$ cat src/rtl/pipe_pkg.sv
// Shared types and constants for the pipeline hazard controller.
// Control bundles cover every stage enable/flush the controller drives.
package pipe_pkg;

   typedef enum logic [1:0] {
      S_RUN      = 2'd0,
      S_MD_WAIT  = 2'd1,
      S_MEM_WAIT = 2'd2
   } state_e;

   localparam logic [4:0] REG_ZERO = 5'd0;

   typedef struct packed {
      logic pc_we;
      logic if_id_we;
      logic if_id_flush;
      logic id_ex_we;
      logic id_ex_sel;
      logic ex_mem_we;
      logic ex_mem_flush;
      logic mem_wb_flush;
      logic md_start;
   } ctrl_t;

   // Everything loads, nothing is squashed.
   localparam ctrl_t CTRL_RUN = '{
      pc_we: 1'b1, if_id_we: 1'b1, if_id_flush: 1'b0, id_ex_we: 1'b1, id_ex_sel: 1'b0,
      ex_mem_we: 1'b1, ex_mem_flush: 1'b0, mem_wb_flush: 1'b0, md_start: 1'b0
   };

   // While in reset the front end is frozen and every downstream stage takes a bubble.
   localparam ctrl_t CTRL_RST = '{
      pc_we: 1'b0, if_id_we: 1'b0, if_id_flush: 1'b1, id_ex_we: 1'b1, id_ex_sel: 1'b1,
      ex_mem_we: 1'b1, ex_mem_flush: 1'b1, mem_wb_flush: 1'b1, md_start: 1'b0
   };

endpackage

$ cat src/rtl/load_use_detect.sv
// Combinational load-use hazard detector: the ID instruction reads the
// destination of a load currently in EX.
module load_use_detect
   import pipe_pkg::*;
(
   input  logic       ex_mem_read,
   input  logic [4:0] ex_rt,
   input  logic [4:0] id_rs,
   input  logic [4:0] id_rt,
   input  logic       id_uses_rt,
   output logic       hazard
);

   logic rs_hit;
   logic rt_hit;

   always_comb begin
      rs_hit = (ex_rt == id_rs);
      rt_hit = id_uses_rt && (ex_rt == id_rt);
      // $0 is hardwired, so a load targeting it never produces a dependency.
      hazard = ex_mem_read && (ex_rt != REG_ZERO) && (rs_hit || rt_hit);
   end

endmodule

$ cat src/rtl/pipe_hazard_ctrl.sv
// Stall/flush sequencer for the 5-stage pipeline: load-use, EX redirect,
// fixed-latency mult/div and data-memory wait states.
module pipe_hazard_ctrl
   import pipe_pkg::*;
#(
   parameter int unsigned MD_LAT      = 32,
   parameter int unsigned MEM_TIMEOUT = 64,
   parameter int unsigned CNT_W       = 16
) (
   input  logic             clk,
   input  logic             rst_n,
   input  logic [4:0]       id_rs,
   input  logic [4:0]       id_rt,
   input  logic             id_uses_rt,
   input  logic             ex_MemRead,
   input  logic [4:0]       ex_rt,
   input  logic             ex_redirect,
   input  logic             ex_md_op,
   input  logic             mem_req,
   input  logic             dmem_ready,
   output logic             pc_we,
   output logic             if_id_we,
   output logic             if_id_flush,
   output logic             id_ex_we,
   output logic             ID_EX_sel,
   output logic             ex_mem_we,
   output logic             ex_mem_flush,
   output logic             mem_wb_flush,
   output logic             md_start,
   output logic             mem_err,
   output logic [CNT_W-1:0] stall_cnt
);

   state_e           state_q, state_d;
   logic [7:0]       md_cnt_q, md_cnt_d;
   logic [7:0]       to_cnt_q, to_cnt_d;
   logic             ret_md_q, ret_md_d;
   logic             mem_err_q, mem_err_d;
   logic [CNT_W-1:0] stall_cnt_q, stall_cnt_d;

   state_e eff_state;
   logic   mem_wait;
   logic   lu_hazard;
   ctrl_t  ctrl;
   ctrl_t  ctrl_out;

   load_use_detect u_lu (
      .ex_mem_read (ex_MemRead),
      .ex_rt       (ex_rt),
      .id_rs       (id_rs),
      .id_rt       (id_rt),
      .id_uses_rt  (id_uses_rt),
      .hazard      (lu_hazard)
   );

   always_comb begin
      ctrl        = CTRL_RUN;
      state_d     = state_q;
      md_cnt_d    = md_cnt_q;
      to_cnt_d    = to_cnt_q;
      ret_md_d    = ret_md_q;
      mem_err_d   = mem_err_q;
      stall_cnt_d = stall_cnt_q;

      mem_wait = mem_req && !dmem_ready;

      // A memory wait suspends whichever state it interrupted; resume from there.
      eff_state = state_q;
      if (state_q == S_MEM_WAIT) begin
         eff_state = ret_md_q ? S_MD_WAIT : S_RUN;
      end

      if (mem_wait) begin
         ctrl.pc_we        = 1'b0;
         ctrl.if_id_we     = 1'b0;
         ctrl.id_ex_we     = 1'b0;
         ctrl.ex_mem_we    = 1'b0;
         ctrl.mem_wb_flush = 1'b1;
         state_d           = S_MEM_WAIT;
         ret_md_d          = (eff_state == S_MD_WAIT);
         if (to_cnt_q != 8'hFF) begin
            to_cnt_d = to_cnt_q + 8'd1;
         end
         if ({24'd0, to_cnt_d} >= MEM_TIMEOUT) begin
            mem_err_d = 1'b1;
         end
      end else begin
         to_cnt_d = 8'd0;
         ret_md_d = 1'b0;
         case (eff_state)
            S_MD_WAIT: begin
               if (md_cnt_q == 8'd0) begin
                  state_d = S_RUN;
               end else begin
                  ctrl.pc_we        = 1'b0;
                  ctrl.if_id_we     = 1'b0;
                  ctrl.id_ex_we     = 1'b0;
                  ctrl.ex_mem_flush = 1'b1;
                  md_cnt_d          = md_cnt_q - 8'd1;
                  state_d           = S_MD_WAIT;
               end
            end
            default: begin
               state_d = S_RUN;
               if (ex_md_op) begin
                  ctrl.md_start     = 1'b1;
                  ctrl.pc_we        = 1'b0;
                  ctrl.if_id_we     = 1'b0;
                  ctrl.id_ex_we     = 1'b0;
                  ctrl.ex_mem_flush = 1'b1;
                  md_cnt_d          = 8'(MD_LAT - 2);
                  state_d           = S_MD_WAIT;
               end else if (ex_redirect) begin
                  ctrl.if_id_flush = 1'b1;
                  ctrl.id_ex_sel   = 1'b1;
               end else if (lu_hazard) begin
                  ctrl.pc_we     = 1'b0;
                  ctrl.if_id_we  = 1'b0;
                  ctrl.id_ex_sel = 1'b1;
               end
            end
         endcase
      end

      if (!ctrl.pc_we && (stall_cnt_q != {CNT_W{1'b1}})) begin
         stall_cnt_d = stall_cnt_q + CNT_W'(1);
      end
   end

   always_ff @(posedge clk or negedge rst_n) begin
      if (!rst_n) begin
         state_q     <= S_RUN;
         md_cnt_q    <= 8'd0;
         to_cnt_q    <= 8'd0;
         ret_md_q    <= 1'b0;
         mem_err_q   <= 1'b0;
         stall_cnt_q <= '0;
      end else begin
         state_q     <= state_d;
         md_cnt_q    <= md_cnt_d;
         to_cnt_q    <= to_cnt_d;
         ret_md_q    <= ret_md_d;
         mem_err_q   <= mem_err_d;
         stall_cnt_q <= stall_cnt_d;
      end
   end

   // Reset forces the bubble/hold pattern without waiting for a clock edge.
   always_comb begin
      ctrl_out = rst_n ? ctrl : CTRL_RST;
   end

   assign pc_we        = ctrl_out.pc_we;
   assign if_id_we     = ctrl_out.if_id_we;
   assign if_id_flush  = ctrl_out.if_id_flush;
   assign id_ex_we     = ctrl_out.id_ex_we;
   assign ID_EX_sel    = ctrl_out.id_ex_sel;
   assign ex_mem_we    = ctrl_out.ex_mem_we;
   assign ex_mem_flush = ctrl_out.ex_mem_flush;
   assign mem_wb_flush = ctrl_out.mem_wb_flush;
   assign md_start     = ctrl_out.md_start;
   assign mem_err      = mem_err_q;
   assign stall_cnt    = stall_cnt_q;

endmodule

$ cat config.mk
export PLATFORM = sky130hd
export DESIGN_NAME = pipe_hazard_ctrl
export DESIGN_NICKNAME = d
export VERILOG_FILES = /design/src/rtl/pipe_pkg.sv /design/src/rtl/load_use_detect.sv /design/src/rtl/pipe_hazard_ctrl.sv
export SDC_FILE = /design/constraint.sdc
export NUM_CORES = 1
export LEC_CHECK = 0
export CORE_MARGIN = 10
export CORE_UTILIZATION = 45
export CTS_CLUSTER_DIAMETER = 80
export DETAILED_ROUTE_END_ITERATION = 12
export PLACE_DENSITY = 0.76
export SLEW_MARGIN = 20
export SYNTH_ARGS = -nofsm -noshare
export SYNTH_HDL_FRONTEND = slang
export SYNTH_HIERARCHICAL = 1
export SYNTH_SLANG_ARGS = --single-unit
$ cat constraint.sdc
create_clock -name clk -period 3 [get_ports clk]
set_clock_uncertainty 0.1 [all_clocks]
set_input_delay 0.9 -clock clk [delete_from_list [all_inputs] [get_ports clk]]
set_output_delay 0.9 -clock clk [all_outputs]
set_load 0.02 [all_outputs]
# Word level (Yosys, flattened, before mapping)
# Cells that the tools add are included.
[classes] n_reduce_logical=13 n_addsub=3 n_lt_le_gt_ge=1 muxes=41 n_eq_ne=7 n_bitwise=1
[ops] op="$mux W8" n=6
[ops] op="$mux W1" n=25
[ops] op="$mux W2" n=9
[ops] op="$add A16 B1 Y16 const B" n=1
[ops] op="$ne A16 B16 Y1 const B" n=1
[ops] op="$eq A5 B5 Y1" n=2
[ops] op="$mux W9" n=1
[ops] op="$add A8 B1 Y8 const B" n=1
[ops] op="$ge A8 B7 Y1 const B" n=1
[ops] op="$logic_not A8 Y1" n=1
[ops] op="$ne A8 B8 Y1 const B" n=1
[ops] op="$sub A8 B1 Y8 const B" n=1
[ops] op="$logic_and A1 B1 Y1" n=5
[ops] op="$reduce_bool A5 Y1" n=1
[ops] op="$reduce_and A3 Y1" n=1
[ops] op="$eq A2 B1 Y1 const B" n=1
[ops] op="$eq A2 B2 Y1 const B" n=1
[ops] op="$logic_not A1 Y1" n=2
[ops] op="$ne A2 B2 Y1 const B" n=1
[ops] op="$reduce_and A2 Y1" n=1
[ops] op="$reduce_bool A2 Y1" n=1
[ops] op="$logic_or A1 B1 Y1" n=1
[ops] op="$not A1 Y1" n=1
[totals] register_bits=36 wordCells=72 input_bits=23 out_inout_bits=26

# Longest topological paths before layout
# Gate-level depths: netlist (run 1).
[depth] word_depth=11 ltp_mapped=10 ltp_nobuf=9

# Hierarchy
# Netlist (run 1), hierarchy kept.
[modules_own_cells] mod="pipe_hazard_ctrl" cells_each=183 instances=1 area_per_inst_um2=1963.1
[modules_own_cells] mod="load_use_detect" cells_each=17 instances=1 area_per_inst_um2=132.6

# Worst setup path before layout (run 1)
# OpenSTA, ideal clock, no wires.
[synth_path] kind="input port to output port" from="in ex_rt[0]" to="out pc_we" arrival_time_ps=2486 t_required_ps=2000 setup_slack_ps=-486 path_stages=7 path_cell_list="or4_1 -> o21ai_1 -> a21oi_1 -> inv_1 -> o2111ai_1 -> a21oi_1 -> buf_4"
[synth_between] elab_chain_cells=10
[synth_rtl] item="start: declaration" line="pipe_hazard_ctrl.sv:16" source="input logic [4:0] ex_rt,"
[synth_rtl] item="$eq A5 B5 Y1" line="load_use_detect.sv:19" source="rt_hit = id_uses_rt && (ex_rt == id_rt);"
[synth_rtl] item="$logic_and A1 B1 Y1" line="load_use_detect.sv:19"
[synth_rtl] item="$logic_or A1 B1 Y1" line="load_use_detect.sv:21" source="hazard = ex_mem_read && (ex_rt != REG_ZERO) && (rs_hit || rt_hit);"
[synth_rtl] item="$logic_and A1 B1 Y1 (*)" line="load_use_detect.sv:21"
[synth_rtl] item="named net lu_hazard" line="pipe_hazard_ctrl.sv:43" source="logic lu_hazard;"
[synth_rtl] item="$mux W2 (*)" line="pipe_hazard_ctrl.sv:116" source="end else if (lu_hazard) begin"
[synth_rtl] item="$mux W2 (*)" line="pipe_hazard_ctrl.sv:113" source="end else if (ex_redirect) begin"
[synth_rtl] item="$mux W2 (*)" line="pipe_hazard_ctrl.sv:105" source="if (ex_md_op) begin"
[synth_rtl] item="$mux W2 (*)" line="pipe_hazard_ctrl.sv:90" source="case (eff_state)"
[synth_rtl] item="$mux W2 (*)" line="pipe_hazard_ctrl.sv:73" source="if (mem_wait) begin"
[synth_rtl] item="$mux W9 (*)" line="pipe_hazard_ctrl.sv:150" source="ctrl_out = rst_n ? ctrl : CTRL_RST;"
[synth_rtl] item="end: declaration" line="pipe_hazard_ctrl.sv:21" source="output logic pc_we,"
# Mark *: on every way through the listed nets, which the timed path passes. The rest lies on a longest branch.

# Worst setup path in the final report (run 1)
[layout_path] from="in ex_rt[2]" to="out pc_we"
# The elaborated chain is that of the path after synthesis.

==> results.json, run 1 <==
{
  "netlist_top_cells_count": "dfrtp_1, xor2_1, nand2_1",
  "vias_per_cell": 5.38,
  "post_synth_mux_area_share_pct": 2.09,
  "die_area_mm2": 0.00779,
  "route.vias.total": 1785,
  "post_route_cells_drive_above_1_share_pct": 32.9,
  "cp_arrival_ns": 2.28,
  "port_buffers": 48,
  "routed_wl_mm": 5.27,
  "number_of_instances_in_the_synthesized_netlist": 200,
  "synth-xor-area-share_pct": 13.0,
  "postSynthAreaPerCell_um2": 10.5,
  "fmaxAchievable_mhz": 305,
  "grt.total_usage_pct": 14.0,
  "post_synth_top_area_share_pct": 43.0,
  "worst-r2r-setup-slack_ns": 0.51,
  "cp.required_ns": 2.00,
  "synthesized_area_fraction_occupied_by_ao_oa_aoi_and_oai_cells_pct": 8.48,
  "first_global_vias": 1873,
  "pin_count": 49,
  "capturing_point_of_the_worst_reg2reg_path": "stall_cnt[1]",
  "synth-simple-area-share_pct": 27.8,
  "globalRoute.totalOverflow": 0,
  "timing.rr.start": "stall_cnt[0]",
  "multi_input_area_mm2": 0.00124,
  "max_cap_viol_count": 0,
  "final_nets": 306,
  "synth.top_cells.by_area": "dfrtp_1, xor2_1, nand3_1",
  "cts.root.buffer_cell": "clkbuf_8",
  "total_leakage_power_nw": 1.33,
  "max_slew_violation_count": 0,
  "hold_start": "mem_err",
  "chipWidth_um": 88.2,
  "post_route_hold_slack_ns": 0.384,
  "fp.dieH_um": 88.2,
  "netlist-cell-type-count": 50,
  "wire_per_inst_um": 15.9,
  "core_mm2": 0.00444,
  "ant_nets": 0,
  "tritoncts": "built",
  "floorplan.rows": 24,
  "drt-initial-drc-count": 45,
  "pre_cts_slack_ns": -1.18,
  "whs_endpoint": "mem_err",
  "initial_antenna_violation_count": 0,
  "violations_in_the_final_reports": "negative setup slack",
  "dp_hpwl_mm": 3.88,
  "final_weighted_congestion_of_routability_driven_global_placement": 0.822,
  "synth.cell_area_mm2": 0.00210,
  "maxUsedRoutingLayer": "met4",
  "rsz0062_at_grt": "true",
  "fill_cells": 355,
  "path_clk_slew_ns": 0.07,
  "hold_class": "register to register",
  "synth_fa_ha_area_share_pct": 1.79,
  "drt-met1-wl_mm": 2.19,
  "irDropWorstVdd_mv": 0.533,
  "floorplan.initialDensity_pct": 47.2,
  "synth_largest_area_cell": "dfrtp_1",
  "detail_route.drc_violations": 0,
  "number_of_flip_flops_and_latches_in_the_synthesized_netlist": 36,
  "seq_area_um2": 901,
  "first_pass_grt_wire_length_mm": 8.89,
  "run_status": "complete, but fails checks",
  "cts-hold-fix-buffers": 0,
  "yosys_most_used_dff": "dfrtp_1",
  "power_density_cells_mw_per_mm2": 527,
  "final_min_period_over_clock_period_pct": 109,
  "final_critical_path_setup_slack_ns": -0.283,
  "worstRegToRegCells": 6,
  "ys_seq_area_share_pct": 43.0,
  "largest_net_degree_at_the_start_of_global_routing": 17,
  "cts.sinks": 36,
  "worst_skew_pair.late_latency_ns": 0.28,
  "syn2layout_area_growth_pct": 44.0,
  "crit_fanout": 3,
  "post-synth-top-count-cell": "dfrtp_1",
  "met3WireLength_um": 288,
  "slew-limit-headroom_pct": 45.5,
  "worst_pin_slew_ns": 0.817,
  "setup.worst_path.end_class": "primary output",
  "antennaDiodeCount": 0,
  "postSynth.asyncResetShare_pct": 100,
  "drt_pass1_iterations": 6,
  "ctsHtreeMaxLevel": 2,
  "met2RoutedLength_mm": 2.71,
  "yosysWarningCount": 6,
  "synth_edf_count": 0,
  "cts_max_path_buffers": 2,
  "start_kind": "input port",
  "setup_viol": 3,
  "hold_path_depth": 1,
  "syn_nets": 226,
  "tritoncts.num_buffers": 5,
  "dominant_combinational_cell_family_by_area_after_synthesis": "simple AND/OR/NAND/NOR gates",
  "critPathKind": "input port to primary output",
  "timing.final.hold_violations": 0,
  "period_minus_slack_ns": 3.28
}
## flip-flops by register name (all words and copies together), names as in the netlist
signal / count
state_q: 2
ret_md_q: 1
md_cnt_q: 8
mem_err: 1
stall_cnt: 16
to_cnt_q: 8
## final cells by class
cell class | instances | area share, %
clock buffer | 7 | 3.19
inverter | 6 | 0.829
multi-input combinational | 152 | 41.2
sequential | 36 | 29.9
tap | 52 | 2.16
timing repair buffer | 79 | 22.8
## per-layer routing
metal	vias to the layer above	global-route usage, %
li1	872	-
met2	36	24.1
met3	9	4.23
met1	868	16.8
met4	0	3.23
met5	-	0
## per-stage QoR
stage | instance area, um2 | instances | utilization [%] | power (mW) | setup TNS (ns)
floorplan | 2130 | 200 | - | 0.938 | -0.261
global placement | 2810 | 321 | 63.2 | 1.20 | -12.70
detailed placement | 2810 | 321 | 63.2 | 1.21 | -15.33
CTS | 2930 | 330 | 66.0 | 1.58 | -0.914
global route | 3020 | 332 | 67.9 | 1.69 | -1.02
finish | 3020 | 332 | 67.9 | 1.59 | -0.681
## timing repair
item                                    in CTS  in global routing
pin swaps                                   20                 10
endpoints found under the setup margin      25                 17
gates resized for setup                    100                 18
setup buffers                                2                  2
## worst max-delay path by stage
stage | from | end | slack, ns | cells after the start
2_1_floorplan | ex_rt[0] | pc_we | -0.21 | 7
3_3_place_gp | ex_rt[0] | if_id_we | -1.08 | 8
3_5_place_dp | ex_rt[0] | pc_we | -1.18 | 8
4_1_cts | ex_rt[4] | pc_we | -0.31 | 8
5_1_grt | ex_rt[2] | pc_we | -0.41 | 9
6_report | ex_rt[2] | pc_we | -0.28 | 9
## cell families after synthesis
group                    Yosys count
buffers and inverters             12
AO/OA/AOI/OAI                     25
XOR/XNOR                          31
adder cells (fa/ha/maj)            3
AND/OR/NAND/NOR                   89
multiplexers                       4
flip-flops                        36
## critical path, cell delays in order
cell	delay, ns
buf_8	0.10
xor2_2	0.16
nor4_2	0.27
nand3_1	0.14
a21oi_2	0.21
inv_2	0.06
o2111ai_4	0.21
a21oi_4	0.09
buf_6	0.14
## where the power goes
group / leakage, nW / internal (mW) / switching (mW) / total, mW
combinational: 0.819 / 0.275 / 0.275 / 0.550
clock: 0.0503 / 0.204 / 0.159 / 0.364
sequential: 0.456 / 0.567 / 0.108 / 0.676
## cells in the final DEF (no fill, tap or decap), types with 5 or more instances in the layout
cell type	count
clkbuf_8	7
a31oi_1	6
nor2_1	13
nand3_1	14
xor2_1	25
nand2_1	15
nor3_1	6
buf_6	5
clkdlybuf4s50_1	20
dlygate4sd2_1	6
buf_2	7
dfrtp_1	36
buf_4	32
No activity file was read; power rests on OpenSTA's default activity.
==> inputs of run 2 (changes only) <==
- ABC_CLOCK_PERIOD_IN_PS: unset -> 3210
- CORE_UTILIZATION: 45 -> 50
- PLACE_DENSITY: 0.76 -> 0.8
- clock period: 3 -> 3.21 ns (I/O delays scaled with it)
==> run 2 against run 1 <==
Net effect:
- the run still ends with negative setup slack left
- sequential power is 6.1% lower
- die area fell by 7.8%
- largest power group unchanged
- hold slack worse by 0.0047 ns
- wire length is 4.8% higher
- largest cell class unchanged
==> results.json, run 2 (synthesis results as in run 1) <==
{
  "sequentialPowerShare_pct": 42.6,
  "final_min_period_over_clock_period_pct": 106,
  "total_leakage_power_nw": 1.35,
  "total_switching_power_mw": 0.529,
  "floorplan.initialDensity_pct": 52.0,
  "period_minus_slack_ns": 3.39,
  "met2RoutedLength_mm": 2.61,
  "fill_cells": 281,
  "first_pass_grt_wire_length_mm": 8.90,
  "cts.sinks": 36,
  "irDropWorstVdd_mv": 0.444,
  "critPathKind": "input port to primary output",
  "p_comb_share_pct": 35.2,
  "worst_skew_pair.late_latency_ns": 0.29,
  "largest_net_degree_at_the_start_of_global_routing": 22,
  "worst-r2r-setup-slack_ns": 0.70,
  "hold_path_depth": 1,
  "drt_pass1_iterations": 4,
  "p_clk_share_pct": 22.2,
  "final_weighted_congestion_of_routability_driven_global_placement": 0.823,
  "run_status": "complete, but fails checks",
  "start_kind": "input port",
  "dp_hpwl_mm": 3.95,
  "critPathMaxStageDelay_ns": 0.52,
  "cp.buffers_inverters": 3,
  "core_mm2": 0.00403,
  "fmaxAchievable_mhz": 295,
  "cp.required_ns": 2.15,
  "slowest_stage": "or4_1",
  "crit_fanout": 2,
  "initial_antenna_violation_count": 0,
  "worstRegToRegCells": 6,
  "final_nets": 310,
  "path_clk_slew_ns": 0.07,
  "endpoint": "if_id_we",
  "routed_wl_mm": 5.52,
  "wire_per_inst_um": 16.5,
  "tritoncts.num_buffers": 5,
  "vias_per_cell": 5.44,
  "met3WireLength_um": 342,
  "setup.worst_path.end_class": "primary output",
  "drt-met1-wl_mm": 2.47,
  "port_buffers": 48,
  "series_of_cell_instances_along_the_critical_path": "buf_6 > or4_1 > o21ai_1 > a21oi_2 > inv_2 > o2111ai_4 > a21oi_4 > buf_6",
  "grt.total_usage_pct": 15.0,
  "crit_path_start": "ex_rt[3]",
  "antennaDiodeCount": 0,
  "fin_util_pct": 75.7,
  "ctsHtreeMaxLevel": 2,
  "globalRoute.totalOverflow": 0,
  "capturing_point_of_the_worst_reg2reg_path": "stall_cnt[1]",
  "timing.rr.start": "stall_cnt[0]",
  "worst_pin_slew_ns": 0.827,
  "final_critical_path_setup_slack_ns": -0.182,
  "cts.root.buffer_cell": "clkbuf_8",
  "place_inst": 319,
  "power_density_cells_mw_per_mm2": 489,
  "power_switching_share_pct": 35.5,
  "post_route_cells_drive_above_1_share_pct": 32.3,
  "maxUsedRoutingLayer": "met4",
  "cpLargestDelayFamily": "compound AO/OA/AOI/OAI gates",
  "most_common_cell_after_layout_fill_and_taps_aside": "dfrtp_1",
  "die_area_mm2": 0.00718,
  "largest_reg_flops": 16,
  "drt-initial-drc-count": 72,
  "fp.dieH_um": 84.7,
  "fin_cells": 335,
  "max_slew_violation_count": 0,
  "setup_viol": 3,
  "internal-power_mw": 0.962,
  "detail_route.drc_violations": 0,
  "critical-path-top-cell-by-count": "buf_6",
  "tritoncts": "built",
  "hold_class": "register to register",
  "layout_common_cells": "dfrtp_1, buf_4, xor2_1",
  "violations_in_the_final_reports": "negative setup slack",
  "chipWidth_um": 84.7,
  "route.vias.total": 1823,
  "syn2layout_area_growth_pct": 45.6,
  "critical_path_stages": 8,
  "timing.final.hold_violations": 0,
  "floorplan.rows": 23,
  "max_cap_viol_count": 0,
  "first_global_vias": 1856,
  "slew-limit-headroom_pct": 44.9,
  "cp_arrival_ns": 2.33,
  "ant_nets": 0,
  "pin_count": 49,
  "rsz0062_at_grt": "true",
  "cts_max_path_buffers": 2
}
run 2: cell count changes in the layout (fill, tap and decap cells not counted), moves of 2 or more:
cell / before / now
clkinv_2: 0 / 2
o21ai_1: 0 / 2
buf_6: 5 / 11
o21ai_2: 2 / 0
buf_8: 3 / 1
dlygate4sd2_1: 6 / 8
run 2: how the worst min path moves through the flow:
stage / end / slack (ns) / startpoint
after global placement: mem_err / 0.37 / mem_err
after global routing: stall_cnt[10] / 0.42 / stall_cnt[10]
after detailed placement: mem_err / 0.37 / mem_err
after floorplan: to_cnt_q[2] / 0.37 / to_cnt_q[2]
final: mem_err / 0.38 / mem_err
after CTS: mem_err / 0.39 / mem_err
run 2: routing by layer:
metal / vias up / global-route usage, %
li1: 888 / -
met1: 866 / 18.6
met2: 60 / 23.5
met3: 9 / 5.22
met4: 0 / 5.24
met5: - / 0
run 2: timing repair:
| item | 4_1_cts | 5_1_grt |
|---|---|---|
| hold buffers | 0 | 0 |
| setup buffers | 4 | 4 |
| pin swaps | 17 | 8 |
| gates cloned | 0 | 0 |
| resized for setup | 93 | 16 |
| endpoints found under the setup margin | 20 | 9 |
run 2: worst reg2reg max path, delay by kind of cell (launching register included):
kind / cells / cell delay [ns]
muxes: 1 / 0.35
and+or+nand+nor: 4 / 1.33
adders and majority gates: 1 / 0.20
DFF: 1 / 0.41
run 2: final cells by class:
class / instances / area, um2 / share of cell area (%)
clock buffer: 6 / 82.6 / 2.71
tap: 50 / 62.6 / 2.05
timing repair buffer: 83 / 731 / 24.0
sequential: 36 / 901 / 29.5
multi-input combinational: 152 / 1240 / 40.5
clock inverter: 2 / 10.0 / 0.328
inverter: 6 / 27.5 / 0.902
run 2: power groups by stage:
stage / Combinational [mW] / Sequential (mW) / Clock, mW
2_1_floorplan: 0.187 / 0.690 / 0
3_3_place_gp: 0.487 / 0.636 / 0
3_5_place_dp: 0.498 / 0.635 / 0
4_1_cts: 0.506 / 0.632 / 0.341
5_1_grt: 0.564 / 0.651 / 0.363
6_report: 0.525 / 0.635 / 0.332
run 2: per-stage QoR:
stage / hold WS, ns / TNS [ns] / total power [mW] / setup slack (ns) / cell area (um2)
finish: 0.380 / -0.510 / 1.49 / -0.182 / 3050
global route: 0.425 / -0.784 / 1.58 / -0.286 / 3050
CTS: 0.389 / -0.671 / 1.48 / -0.228 / 2950
detailed placement: 0.370 / -11.12 / 1.13 / -1.07 / 2810
global placement: 0.370 / -9.90 / 1.12 / -1.05 / 2810
floorplan: 0.370 / -0.123 / 0.877 / -0.123 / 2130
